--- src/rtl/mult_seq_shift_add.sv ---
// Sequential shift-add multiplier, one iteration per clock, with a start/busy/done handshake.
// Signed mode multiplies magnitudes and negates the final product.
module mult_seq_shift_add #(
    parameter int unsigned W = 8
) (
    input  logic           clk,
    input  logic           rst,
    input  logic           start,
    input  logic           sgn,
    input  logic [W-1:0]   X,
    input  logic [W-1:0]   Y,
    output logic           busy,
    output logic           done,
    output logic [2*W-1:0] P
);

    localparam int unsigned CW = $clog2(W + 1);
    localparam logic [CW-1:0] CntInit = CW'(W);
    localparam logic [CW-1:0] CntLast = CW'(1);

    typedef enum logic [1:0] {StIdle, StRun, StDone} state_e;

    state_e           state;
    logic [W-1:0]     mcand;
    logic [W-1:0]     mplier;
    logic             neg;
    logic [2*W-1:0]   acc;
    logic [CW-1:0]    cnt;

    logic [W-1:0]     x_mag;
    logic [W-1:0]     y_mag;
    logic [W:0]       sum;
    logic [2*W-1:0]   acc_nxt;
    logic [2*W-1:0]   prod_nxt;

    always_comb begin
        // Negating -2^(W-1) wraps to 2^(W-1), which is the correct unsigned magnitude.
        x_mag    = (sgn && X[W-1]) ? (~X + W'(1)) : X;
        y_mag    = (sgn && Y[W-1]) ? (~Y + W'(1)) : Y;
        sum      = {1'b0, acc[2*W-1:W]} + {1'b0, (mplier[0] ? mcand : '0)};
        acc_nxt  = {sum, acc[W-1:1]};
        prod_nxt = neg ? (~acc_nxt + (2*W)'(1)) : acc_nxt;
    end

    always_ff @(posedge clk or posedge rst) begin
        if (rst) begin
            state  <= StIdle;
            mcand  <= '0;
            mplier <= '0;
            neg    <= 1'b0;
            acc    <= '0;
            cnt    <= '0;
            P      <= '0;
            busy   <= 1'b0;
            done   <= 1'b0;
        end else begin
            unique case (state)
                StIdle: begin
                    done <= 1'b0;
                    if (start) begin
                        mcand  <= x_mag;
                        mplier <= y_mag;
                        neg    <= sgn & (X[W-1] ^ Y[W-1]);
                        acc    <= '0;
                        cnt    <= CntInit;
                        busy   <= 1'b1;
                        state  <= StRun;
                    end
                end
                StRun: begin
                    acc    <= acc_nxt;
                    mplier <= mplier >> 1;
                    cnt    <= cnt - CW'(1);
                    if (cnt == CntLast) begin
                        P     <= prod_nxt;
                        done  <= 1'b1;
                        state <= StDone;
                    end
                end
                StDone: begin
                    done  <= 1'b0;
                    busy  <= 1'b0;
                    state <= StIdle;
                end
                default: begin
                    done  <= 1'b0;
                    busy  <= 1'b0;
                    state <= StIdle;
                end
            endcase
        end
    end

endmodule

--- config.mk ---
export PLATFORM = sky130hd
export DESIGN_NAME = mult_seq_shift_add
export DESIGN_NICKNAME = d
export VERILOG_FILES = /design/src/rtl/mult_seq_shift_add.sv
export SDC_FILE = /design/constraint.sdc
export NUM_CORES = 1
export LEC_CHECK = 0
export CAP_MARGIN = 20
export CORE_MARGIN = 2
export CORE_UTILIZATION = 56
export DETAILED_ROUTE_END_ITERATION = 6
export PLACE_DENSITY = 0.82
export REMOVE_ABC_BUFFERS = 1
export SYNTH_ARGS = -nofsm -noshare
export SYNTH_HDL_FRONTEND = slang
export SYNTH_SLANG_ARGS = --single-unit
export TNS_END_PERCENT = 30
--- constraint.sdc ---
create_clock -name clk -period 3.41 [get_ports clk]
set_clock_uncertainty 0.15 [all_clocks]
set_input_delay 0.341 -clock clk [delete_from_list [all_inputs] [get_ports clk]]
set_output_delay 0.341 -clock clk [all_outputs]
set_load 0.005 [all_outputs]
==> results.sh <==
export IMPL_syn_area_sq_um=3170
export IMPL_slowest_stage="or4_1"
export IMPL_drtIter0Drc=157
export IMPL_yosys_top_cells_count="66 x nand2_1, 56 x dfrtp_1, 43 x o21ai_0"
export IMPL_max_stage_delay_ns=0.57
export IMPL_place_area_sq_um=3580
export IMPL_antenna_found_initial=0
export IMPL_synth_area_leaders="dfrtp_1 44%, nand2_1 7.8%, o21ai_0 6.8%, ha_1 5.1%, xor2_1 4.1%"
export IMPL_slew_headroom_pct=41.9
export IMPL_die_h_um=79.2
export IMPL_maxSlewViolCount=0
export IMPL_cts_sinks=56
export IMPL_clk_latency_ns=0.31
export IMPL_ys_warnings_count=0
export IMPL_max_freq_ghz=0.315
export IMPL_die_area_sq_um=6270
export IMPL_cp_required_ns=3.50
export IMPL_io_pins=38
export IMPL_ys_flop_type="dfrtp_1"
export IMPL_hold_viol=0
export IMPL_yosysTopAreaCell="dfrtp_1"
export IMPL_synthCells=351
export IMPL_status="finished clean"
export IMPL_ys_ff_latch=56
export IMPL_area_growth_pct=15.9
export IMPL_first_pass_iters=4
export IMPL_grt_pass1_wl_um=10300
export IMPL_synth_edff_count=0
export IMPL_start_util_pct=57.9
export IMPL_routed_wl_um=5950
export IMPL_final_antenna_net_count=0
export IMPL_port_buffers=37
export IMPL_p_leak_uw=0.00165
export IMPL_dp_hpwl_um=4480
export IMPL_arrival_ns=3.27
export IMPL_grt_use_total_pct=20.6
export IMPL_cap_violations=0
export IMPL_vias=2543
export IMPL_report_final_setup_viol=0
export IMPL_hp_class="in2async"
export IMPL_finalPower_uw=3010
export IMPL_rsz0062_at_grt="false"
export IMPL_ys_types=48
export IMPL_fin_util_pct=67.1
export IMPL_n_antenna_cell=0
export IMPL_endpoint_kind="flip-flop"
export IMPL_drc_errors=0
export IMPL_clockBufferDepth=2
export IMPL_cts_clk_slew_worst_paths_ns=0.10
export IMPL_vias_per_cell=5.58
export IMPL_synth_top_area_share_pct=44.3
export IMPL_cts_hold_buffers_added=0
export IMPL_p_per_area_nw_per_um2=819
export IMPL_final_nets=417
export IMPL_cp_max_fo=9
export IMPL_fp_row_count=27
export IMPL_core_region_area_sq_um=5470
export IMPL_criticalPathCategory="reg2reg"
export IMPL_gp_congestion=0.842
export IMPL_avgSynthCellArea_sq_um=9.02
export IMPL_timing_final_crit_period_ns=3.18
export IMPL_ys_seq_area_share_pct=44.3
export IMPL_htree_levels=2
export IMPL_cts_buffers=5
export IMPL_tritoncts="built"
export IMPL_synth_async_sr_flop_share_pct=100
export IMPL_yosys_cell_count_top_type="nand2_1"
export IMPL_cts_repair_resized=0
export IMPL_path_cells="and2_1 > ha_1 > fa_1 > a21o_1 > a211oi_1 > a21oi_1 > or4_1 > or4_1 > nand3_1"
export IMPL_grt_max_degree=33
export IMPL_grt_pass1_vias=2451
export IMPL_post_cts_buffers=0
export IMPL_peakVddDrop_mv=0.318
export IMPL_cts_root_buf="clkbuf_8"
export IMPL_postLayoutCellArea_sq_um=3670
export IMPL_worst_setup_path_start_kind="flip-flop"
export IMPL_die_w_um=79.2
export IMPL_drive_above_1_share_pct=6.25
export IMPL_cpMostUsedCell="or4_1"
export IMPL_worst_pin_slew_ns=0.872
export IMPL_avgRoutedWirePerCell_um=13.1
export IMPL_overflow=0
export IMPL_period_share_pct=93.2
export IMPL_fin_tns_setup_ns=0
## per-layer routing
metal	vias up	track usage, %	part of all wire, %
li1	1288	-	-
met1	1197	23.7	44
met2	50	37.5	50
met3	8	4.09	3.7
met4	0	7.76	1.6
met5	-	0	0
## power by group
group	total, uW	switching (uW)	internal, uW
Combinational	1480	802	675
Sequential	1170	227	944
Clock	359	212	147
## flip-flops by register name, indices dropped and copies added (netlist names)
register and cells:
P 16, cnt 4, mplier 8, done 1, acc 15, busy 1, neg 1, state 2
mcand 8
## worst max-delay path: cells and delay by family (launching register included)
kind	cells	cell delay [ns]
compound gates	3	0.55
flops	1	0.45
fa+ha+maj	2	0.66
simple gates	4	1.31
## path summary, 6_finish.rpt
path / startpoint / cells past startpoint / slack (ns) / end
max: mplier[0] / 9 / 0.23 / P[15]
min: rst / 2 / 0.24 / state[1]
max reg2reg: mplier[0] / 9 / 0.23 / P[15]
min reg2reg: mcand[0] / 2 / 0.33 / mcand[0]
max in group asynchronous: rst / 3 / 2.08 / mcand[7]
min in group clk: mcand[0] / 2 / 0.33 / mcand[0]
## placed cells by master, fill, tap and decap left out, types with 8 or more instances in the layout
cell type	n
nand2_1	66
dfrtp_1	56
o21ai_0	43
clkdlybuf4s50_1	37
nand3_1	21
nor2_1	16
xor2_1	15
ha_1	13
inv_1	11
xnor2_1	11
a21oi_1	8
and2_1	8
## layout make-up
type                    count  area [sq um]
inverters                  12          45.0
clock buffers               6          72.6
fillers                   467          1800
flip-flops and latches     56          1400
clock inverters             2          16.3
multi-input cells         266          1640
well taps                  72          90.1
repair buffers             42           408
## through the flow
step / cells / setup slack (ns) / hold WS (ns)
2_1_floorplan: 334 / 0.448 / 0.288
3_3_place_gp: 448 / 0.350 / 0.305
3_5_place_dp: 448 / 0.281 / 0.313
4_1_cts: 456 / 0.273 / 0.264
5_1_grt: 456 / 0.143 / 0.312
6_report: 456 / 0.233 / 0.244
## cell families (layout without fill, tap and decap cells)
| logic type | Yosys count | in the layout | share of synthesized area, % |
|---|---|---|---|
| AOI/OAI and AO/OA | 86 | 86 | 17.1 |
| xor gates and xnor gates | 26 | 26 | 7.19 |
| adders and majority gates | 14 | 14 | 5.77 |
| buffers and inverters | 29 | 62 | 4.07 |
| DFF | 56 | 56 | 44.3 |
| muxes | 3 | 3 | 0.948 |
| and+or+nand+nor | 137 | 137 | 20.7 |
Power figures use the tool's default switching activity.
